--- src/rtl/exc_pipe_stage_pkg.sv ---
`default_nettype none
// ============================================================================
// Module  : exc_pipe_stage_pkg
// Purpose : Shared CP0 definitions for the exception pipeline stages:
//           stage state encoding, default exception code width and the
//           MIPS exception code constants.
// Ports   : none (package)
// Rev     : 1.0  initial release
// ============================================================================
package exc_pipe_stage_pkg;

  localparam int CP0_CODE_W = 5;

  // Stage squash state: SQUASH kills younger instructions after an
  // exception or eret has been captured, until the redirect flush arrives.
  typedef enum logic [0:0] {
    ST_RUN    = 1'b0,
    ST_SQUASH = 1'b1
  } stage_state_t;

  localparam logic [CP0_CODE_W-1:0] c_EXC_ADEL = 5'h04;
  localparam logic [CP0_CODE_W-1:0] c_EXC_ADES = 5'h05;
  localparam logic [CP0_CODE_W-1:0] c_EXC_SYS  = 5'h08;
  localparam logic [CP0_CODE_W-1:0] c_EXC_BP   = 5'h09;
  localparam logic [CP0_CODE_W-1:0] c_EXC_RI   = 5'h0A;
  localparam logic [CP0_CODE_W-1:0] c_EXC_OV   = 5'h0C;

endpackage : exc_pipe_stage_pkg
`default_nettype wire

--- src/rtl/exc_pipe_stage_prio_sel.sv ---
`default_nettype none
// ============================================================================
// Module  : exc_prio_sel
// Purpose : Purely combinational fixed-priority selector over local exception
//           sources. Index 0 has the highest priority.
// Ports   : i_src_exc      NUM_SRC request vector
//           i_src_code     packed codes, slice i belongs to request i
//           i_src_badvaddr packed 32-bit bad addresses
//           o_hit          any request set
//           o_code         code of winning request (0 when none)
//           o_badvaddr     bad address of winning request (0 when none)
// Rev     : 1.0  initial release
// ============================================================================
module exc_prio_sel
  import exc_pipe_stage_pkg::*;
#(
  parameter int NUM_SRC = 4,
  parameter int CODE_W  = CP0_CODE_W
) (
  input  logic [NUM_SRC-1:0]        i_src_exc,
  input  logic [NUM_SRC*CODE_W-1:0] i_src_code,
  input  logic [NUM_SRC*32-1:0]     i_src_badvaddr,
  output logic                      o_hit,
  output logic [CODE_W-1:0]         o_code,
  output logic [31:0]               o_badvaddr
);

  // Scan from the highest index down so the lowest set index is the last
  // assignment and therefore wins.
  always_comb begin
    o_hit      = 1'b0;
    o_code     = '0;
    o_badvaddr = '0;
    for (int i = NUM_SRC - 1; i >= 0; i--) begin
      if (i_src_exc[i]) begin
        o_hit      = 1'b1;
        o_code     = i_src_code[i*CODE_W +: CODE_W];
        o_badvaddr = i_src_badvaddr[i*32 +: 32];
      end
    end
  end

endmodule : exc_prio_sel
`default_nettype wire

--- src/rtl/exc_pipe_stage.sv ---
`default_nettype none
// ============================================================================
// Module  : exc_pipe_stage
// Purpose : One pipeline stage with valid/allowin handshake that merges an
//           upstream exception with locally detected ones, computes EPC,
//           squashes younger instructions after an exception/eret and,
//           as the commit stage, raises commit pulses.
// Ports   : clk/resetn                        clock, async active-low reset
//           in_valid/allowin                   upstream handshake
//           out_valid/out_allowin              downstream handshake
//           stall, flush                       hold / redirect flush
//           in_* / src_* / loc_is_eret         incoming instruction info
//           out_*                              registered instruction info
//           squashing                          stage is killing younger instrs
//           commit_exc/commit_eret             commit pulses (COMMIT=1 only)
// Rev     : 1.0  initial release
// ============================================================================
module exc_pipe_stage
  import exc_pipe_stage_pkg::*;
#(
  parameter int NUM_SRC   = 4,
  parameter int PAYLOAD_W = 32,
  parameter int CODE_W    = CP0_CODE_W,
  parameter bit COMMIT    = 1'b0
) (
  input  logic                      clk,
  input  logic                      resetn,
  input  logic                      in_valid,
  input  logic                      out_allowin,
  input  logic                      stall,
  input  logic                      flush,
  input  logic [PAYLOAD_W-1:0]      in_payload,
  input  logic [31:0]               in_pc,
  input  logic [31:0]               in_badvaddr,
  input  logic [CODE_W-1:0]         in_exccode,
  input  logic                      in_is_exc,
  input  logic                      in_is_in_ds,
  input  logic                      in_is_eret,
  input  logic [NUM_SRC-1:0]        src_exc,
  input  logic [NUM_SRC*CODE_W-1:0] src_code,
  input  logic [NUM_SRC*32-1:0]     src_badvaddr,
  input  logic                      loc_is_eret,
  output logic                      allowin,
  output logic                      out_valid,
  output logic [PAYLOAD_W-1:0]      out_payload,
  output logic [31:0]               out_pc,
  output logic [31:0]               out_epc,
  output logic [31:0]               out_badvaddr,
  output logic [CODE_W-1:0]         out_exccode,
  output logic                      out_is_exc,
  output logic                      out_is_in_ds,
  output logic                      out_is_eret,
  output logic                      squashing,
  output logic                      commit_exc,
  output logic                      commit_eret
);

  stage_state_t           r_state;
  logic                   r_valid;
  logic [PAYLOAD_W-1:0]   r_payload;
  logic [31:0]            r_pc;
  logic [31:0]            r_epc;
  logic [31:0]            r_badvaddr;
  logic [CODE_W-1:0]      r_exccode;
  logic                   r_is_exc;
  logic                   r_is_in_ds;
  logic                   r_is_eret;

  logic                   w_sel_hit;
  logic [CODE_W-1:0]      w_sel_code;
  logic [31:0]            w_sel_badvaddr;
  logic                   w_exc;
  logic [CODE_W-1:0]      w_code;
  logic [31:0]            w_badvaddr;
  logic                   w_eret;
  logic [31:0]            w_epc;
  logic                   w_ready_go;

  exc_prio_sel #(
    .NUM_SRC (NUM_SRC),
    .CODE_W  (CODE_W)
  ) u_prio_sel (
    .i_src_exc      (src_exc),
    .i_src_code     (src_code),
    .i_src_badvaddr (src_badvaddr),
    .o_hit          (w_sel_hit),
    .o_code         (w_sel_code),
    .o_badvaddr     (w_sel_badvaddr)
  );

  // Upstream exception is older than anything detected here, so it wins.
  // The selector already returns zeros when nothing is pending.
  assign w_exc      = in_is_exc | w_sel_hit;
  assign w_code     = in_is_exc ? in_exccode  : w_sel_code;
  assign w_badvaddr = in_is_exc ? in_badvaddr : w_sel_badvaddr;
  assign w_eret     = (in_is_eret | loc_is_eret) & ~w_exc;
  assign w_epc      = in_is_in_ds ? (in_pc - 32'd4) : in_pc;

  assign w_ready_go = ~stall;
  assign allowin    = ~r_valid | (w_ready_go & out_allowin);
  assign out_valid  = r_valid & w_ready_go;
  assign squashing  = (r_state == ST_SQUASH);

  always_ff @(posedge clk or negedge resetn) begin
    if (!resetn) begin
      r_state    <= ST_RUN;
      r_valid    <= 1'b0;
      r_payload  <= '0;
      r_pc       <= '0;
      r_epc      <= '0;
      r_badvaddr <= '0;
      r_exccode  <= '0;
      r_is_exc   <= 1'b0;
      r_is_in_ds <= 1'b0;
      r_is_eret  <= 1'b0;
    end else if (flush) begin
      // Redirect overrides any capture on the same edge; data regs hold.
      r_state <= ST_RUN;
      r_valid <= 1'b0;
    end else if (allowin) begin
      // In SQUASH the handshake still completes but the instruction dies.
      r_valid <= in_valid & (r_state == ST_RUN);
      if (in_valid) begin
        r_payload  <= in_payload;
        r_pc       <= in_pc;
        r_epc      <= w_epc;
        r_badvaddr <= w_badvaddr;
        r_exccode  <= w_code;
        r_is_exc   <= w_exc;
        r_is_in_ds <= in_is_in_ds;
        r_is_eret  <= w_eret;
        if (r_state == ST_RUN && (w_exc || w_eret)) begin
          r_state <= ST_SQUASH;
        end
      end
    end
  end

  assign out_payload  = r_payload;
  assign out_pc       = r_pc;
  assign out_epc      = r_epc;
  assign out_badvaddr = r_badvaddr;
  assign out_exccode  = r_exccode;
  assign out_is_exc   = r_is_exc;
  assign out_is_in_ds = r_is_in_ds;
  assign out_is_eret  = r_is_eret;

  generate
    if (COMMIT) begin : g_commit
      assign commit_exc  = out_valid & r_is_exc  & out_allowin;
      assign commit_eret = out_valid & r_is_eret & out_allowin;
    end else begin : g_no_commit
      assign commit_exc  = 1'b0;
      assign commit_eret = 1'b0;
    end
  endgenerate

endmodule : exc_pipe_stage
`default_nettype wire
--- config.mk ---
export PLATFORM = sky130hd
export DESIGN_NAME = exc_pipe_stage
export DESIGN_NICKNAME = d
export VERILOG_FILES = /design/src/rtl/exc_pipe_stage_pkg.sv /design/src/rtl/exc_pipe_stage_prio_sel.sv /design/src/rtl/exc_pipe_stage.sv
export SDC_FILE = /design/constraint.sdc
export NUM_CORES = 1
export LEC_CHECK = 0
export CAP_MARGIN = 20
export CORE_MARGIN = 3
export CORE_UTILIZATION = 27
export CTS_BUF_LIST = sky130_fd_sc_hd__clkbuf_16
export CTS_CLUSTER_DIAMETER = 100
export CTS_CLUSTER_SIZE = 20
export DETAILED_ROUTE_END_ITERATION = 8
export GPL_ROUTABILITY_DRIVEN = 0
export SLEW_MARGIN = 40
export SYNTH_ARGS = -nofsm -noshare
export SYNTH_HDL_FRONTEND = slang
export SYNTH_SLANG_ARGS = --single-unit
export TNS_END_PERCENT = 100
--- constraint.sdc ---
create_clock -name clk -period 2.5 [get_ports clk]
set_input_delay 0.5 -clock clk [delete_from_list [all_inputs] [get_ports clk]]
set_output_delay 0.5 -clock clk [all_outputs]
set_load 0.01 [all_outputs]
Yosys cells after proc, flatten, opt, wreduce, memory -nomap -nowiden

Index checks and enable logic that the tools add are counted.

Memories kept: 0
Output and inout port bits: 141
Bits in writable memories: 0
Register bits: 138
Logic and storage cells: 51
Input bits: 263
ROM bits: 0
Latch bits: 0

Reductions and logical operators: 7
Div/mod/pow operators: 0
Multipliers: 0
Bitwise logic cells: 12
Add/sub/neg operators: 1
Equal/unequal tests: 0
Mux-type cells: 21
Magnitude comparators: 0
Shift-type cells: 0

Operators with widths:

| kind                  | count |
|---|---|
| $mux 32               | 6 |
| $sub 32x3->32 const B | 1 |
| $mux 5                | 5 |
| $mux 1                | 10 |
| $reduce_and 3->1      | 2 |
| $reduce_bool 2->1     | 3 |
| $not 1->1             | 5 |
| $and 1x1->1           | 4 |
| $or 1x1->1            | 3 |
| $logic_and 1x1->1     | 1 |
| $logic_or 1x1->1      | 1 |

Logic depth before layout (Yosys ltp)

Depth in word-level cells: 13
Mapped depth: 7
Mapped depth without buffers: 6

Cells and area by module

A second synthesis with hierarchy kept.

Cells, all modules: 780
Area, all modules: 7119.3 um2

By module, submodules not included:

| module         | sequential area each (um2) | area each (um2) | instances | cells an instance |
|---|---|---|---|---|
| exc_pipe_stage | 3403.3                     | 5959.5          | 1         | 641 |
| exc_prio_sel   | 0.0                        | 1159.9          | 1         | 139 |

Worst setup path after synthesis

OpenSTA, ideal clock, no wires.

Path type: input to register
Start point: input in_pc[18]
End point: register r_epc[23], in the netlist out_epc[23]
Arrival: 1989 ps
Path buffers: 0
Data required time: 2418 ps
Library setup time: 82 ps
Stages on the path: 4
Slack: 429 ps
Cell sequence: or4_4 > or3_1 > or4_1 > a31oi_1

Word-level cells in the longest chain between the ends: 2

RTL lines:

| item                 | line                  | RTL |
|---|---|---|
| start, declared      | exc_pipe_stage.sv:33  | `input logic [31:0] in_pc,` |
| $sub 32x3->32        | exc_pipe_stage.sv:97  | `assign w_epc = in_is_in_ds ? (in_pc - 32'd4) : in_pc;` |
| $mux 32              | exc_pipe_stage.sv:97  |  |
| end signal, assigned | exc_pipe_stage.sv:126 | `r_epc <= w_epc;` |
| end, declared        | exc_pipe_stage.sv:62  | `logic [31:0] r_epc;` |

Every way passes these cells.
A chain may end at the register's enable or synchronous reset.

Worst setup path in the final report

Start point: input stall
End point: output allowin

Word-level cells in the longest chain between the ends: 3

RTL lines:

| item            | line                  | RTL |
|---|---|---|
| start, declared | exc_pipe_stage.sv:30  | `input logic stall,` |
| $not 1->1       | exc_pipe_stage.sv:99  | `assign w_ready_go = ~stall;` |
| $and 1x1->1     | exc_pipe_stage.sv:100 | `assign allowin = ~r_valid \| (w_ready_go & out_allowin);` |
| $or 1x1->1      | exc_pipe_stage.sv:100 |  |
| end, declared   | exc_pipe_stage.sv:43  | `output logic allowin,` |

Every way passes these cells.

==> summary.md <==
| Metric | Value |
|---|---|
| Final ANT Viol Nets | 0 |
| Die width | 167.9 µm |
| Post-route cell area | about 12000 µm² |
| Clk sinks | 136 |
| Crit-path max FO | 2 |
| Synth area leaders | dfrtp_1, nand2_1, a221o_1 |
| Netlist Area Pre-Place | 7076 µm² |
| # fillers | 2465 |
| Main synth FF type | dfrtp_1 |
| Full die area | 28180 µm² |
| Proportion of layout cells with a drive suffix above 1 | 9.209% |
| Place WS | -109.1 ps |
| Min Hold Slack | 20.48 ps |
| Ys async rst share | 100.0% |
| Post-CTS Hold Fix Bufs | 0 |
| Yosys warnings | 0 |
| GRT overflow | 0 |
| Crit path top cell by count | clkdlybuf4s50_1 |
| CP max-delay cell | clkdlybuf4s50_1 |
| Post-DP Area | 11850 µm² |
| Fin crit period | roughly 2400 ps |
| TritonCTS Buffers | 17 |
| First-pass GRT wire length | 44.73 mm |
| WL per Instance | 18.68 µm |
| Critical path class | primary input to output pin |
| Multi-input logic area | 3423 µm² |
| Clock Latency Late Sink | 420 ps |
| Top cell type's share of synthesized area | 48.10% |
| Reg power frac | 37.0% |
| Max cap viols | 0 |
| Worst setup EP type | output pin |
| Commonest cells after routing, fill and taps aside | clkdlybuf4s50_1, nand2_1, dfrtp_1 |
| Root buf cell | clkbuf_16 |
| Detailed Route WL | between 20 and 30 mm |
| Combinational fraction of design power | 31.0% |
| CTS tree | built |
| Pwr dens | around 610 nW/µm² |
| Clock power share | 32.0% |
| Internal | ~5.3 mW |
| Vias in the first global route | 7663 |
| Post-synthesis sequential area ratio | 48.10% |
| Worst setup margin | 117.9 ps |
| Post-Route Setup TNS | 0 ps |
| Commonest non-fill, non-tap cell in the layout | clkdlybuf4s50_1 |
| WP data required | 2000 ps |
| Post-synthesis register bit count | 136 |
| Fin util | 48.75% |
| Worst-path clk slew | roughly 70 ps |
| Clk buf depth | 2 |
| DR vias/cell | 4.881 |
| Register area | 3403 µm² |
| PortBufs | about 400 |
| Vias | between 7000 and 8000 |
| Static leakage power | 5.134 nW |
| Global Route Usage Sum | 20.16% |
| RSZ-0062 raised after global routing | false |
| Critical Path, Cell by Cell | clkdlybuf4s50_1, nand2b_1, nand2_1, clkdlybuf4s50_1 |
| H-Tree Depth | 4 |
| Synthesized area per cell | 8.934 µm² |
| Worst EP arrival | 1880 ps |
| HP Class | primary input to asynchronous set/reset pin |
| Switching part of the total | 30.67% |
| Post-cts resize count | 0 |
| Core region area | between 20000 and 30000 µm² |
| Die Ht | 167.9 µm |
| Leading area contributor after synthesis | dfrtp_1 |
| Max Clock Freq | 0.4198 GHz |
| Initial DRC count | around 440 |
| Initial antenna violation count | 2 |
| Syn Inst Count | ~790 |
| Starting Density | 27.78% |
| Postcts setup bufs | 0 |
| Worst Skew | between 6 and 7 ps |
| Status | complete, no violations |
| Final HPWL DP | around 22 mm |
| Residual DRC | 0 |
| VDD IR max | 0.0004984 V |
| Final net count | 1478 |
| NetSw | 2.324 mW |
| Yosys cell types | 48 |
| DR pass1 iterations | 5 |
| Pins Over Slew Limit | 0 |
| Crit-path max cell delay | ~570 ps |
| Num rows | between 50 and 60 |
| Final Hold Fails | 0 |
| Largest net degree at the start of global routing | between 40 and 50 |
| Area grow syn2layout | 75.51% |
| I/O pins | approximately 400 |
| CP startpoint kind | primary input |
| Post-synth EDFFs | 0 |
| Post-route clock period utilization | 95.28% |
| Final setup vio count | 0 |
## synth_stat cells (4+ instances only)
cell	number
a221o_1	36
a31oi_1	48
buf_4	4
clkbuf_1	52
dfrtp_1	136
inv_1	6
mux2i_1	36
nand2_1	253
nand2b_1	39
nand3_1	6
nor2_1	20
nor3_1	5
nor4_1	6
o211ai_1	42
o21ai_0	20
o31ai_1	10
or3_1	7
or4_1	14
xnor2_1	7
## critical path: cells and delay by family
family | cells | cell delay [ps]
simple gates | 2 | 400
buf+inv | 2 | 990
## final cells by class
type,count,area share (%)
antenna,1,0.02015
clock inverter,15,1.108
sequential,136,27.41
inverter,8,0.2418
clock buffer,17,3.426
tap,330,3.325
timing repair buffer,464,36.91
multi-input combinational,587,27.57
## power groups by stage
stage / registers, mW / clock network (mW) / logic, mW
6_report: 2.80 / 2.43 / 2.35
5_1_grt: 2.86 / 2.60 / 2.54
4_1_cts: 2.81 / 2.49 / 2.38
3_5_place_dp: 2.84 / 0 / 2.38
3_3_place_gp: 2.83 / 0 / 2.36
2_1_floorplan: 3.00 / 0 / 0.615
## stage by stage
stage | instances | total power, mW
detailed placement | 1525 | 5.214
global placement | 1525 | 5.195
CTS | 1557 | 7.680
finish | 1558 | 7.576
global route | 1558 | 7.991
floorplan | 793 | 3.612
## state kept, by name (all words and copies together) (netlist names)
signal / flops
out_badvaddr: 32
out_epc: 30
out_exccode: 5
out_is_eret: 1
out_is_exc: 1
out_is_in_ds: 1
out_payload: 32
out_pc: 32
r_valid: 1
squashing: 1
## metal layers
| layer | vias to the layer above | GRT usage [%] | share of wire, % |
|---|---|---|---|
| li1 | 3650 | - | - |
| met1 | 3607 | 24.59 | 40 |
| met2 | 306 | 34.24 | 49 |
| met3 | 39 | 6.199 | 8.0 |
| met4 | 2 | 6.190 | 2.3 |
| met5 | - | 0 | 0.045 |
## worst paths after layout
kind,startpoint,end,slack (ps),cells past startpoint
setup reg to reg,r_valid$_DFFE_PN0P_,out_epc[18]$_DFFE_PN0P_,930,3
min in group clk,out_payload[22]$_DFFE_PN0P_,out_payload[22]$_DFFE_PN0P_,470,2
setup / recovery,stall,allowin,120,4
hold reg to reg,out_payload[22]$_DFFE_PN0P_,out_payload[22]$_DFFE_PN0P_,470,2
hold / removal,resetn,out_epc[3]$_DFFE_PN0P_,20,1
max in group asynchronous,resetn,out_pc[30]$_DFFE_PN0P_,1780,2
## logic make-up after synthesis
| logic type | count (synthesis) | share of synthesized area, % |
|---|---|---|
| xor+xnor | 10 | 1.238 |
| compound gates | 164 | 17.03 |
| other cells | 1 | 0.05300 |
| simple gates | 374 | 24.33 |
| flops | 136 | 48.10 |
| fa+ha+maj | 1 | 0.1768 |
| buf+inv | 70 | 3.979 |
| mux | 36 | 5.093 |
No activity file was read; power rests on OpenSTA's default activity.
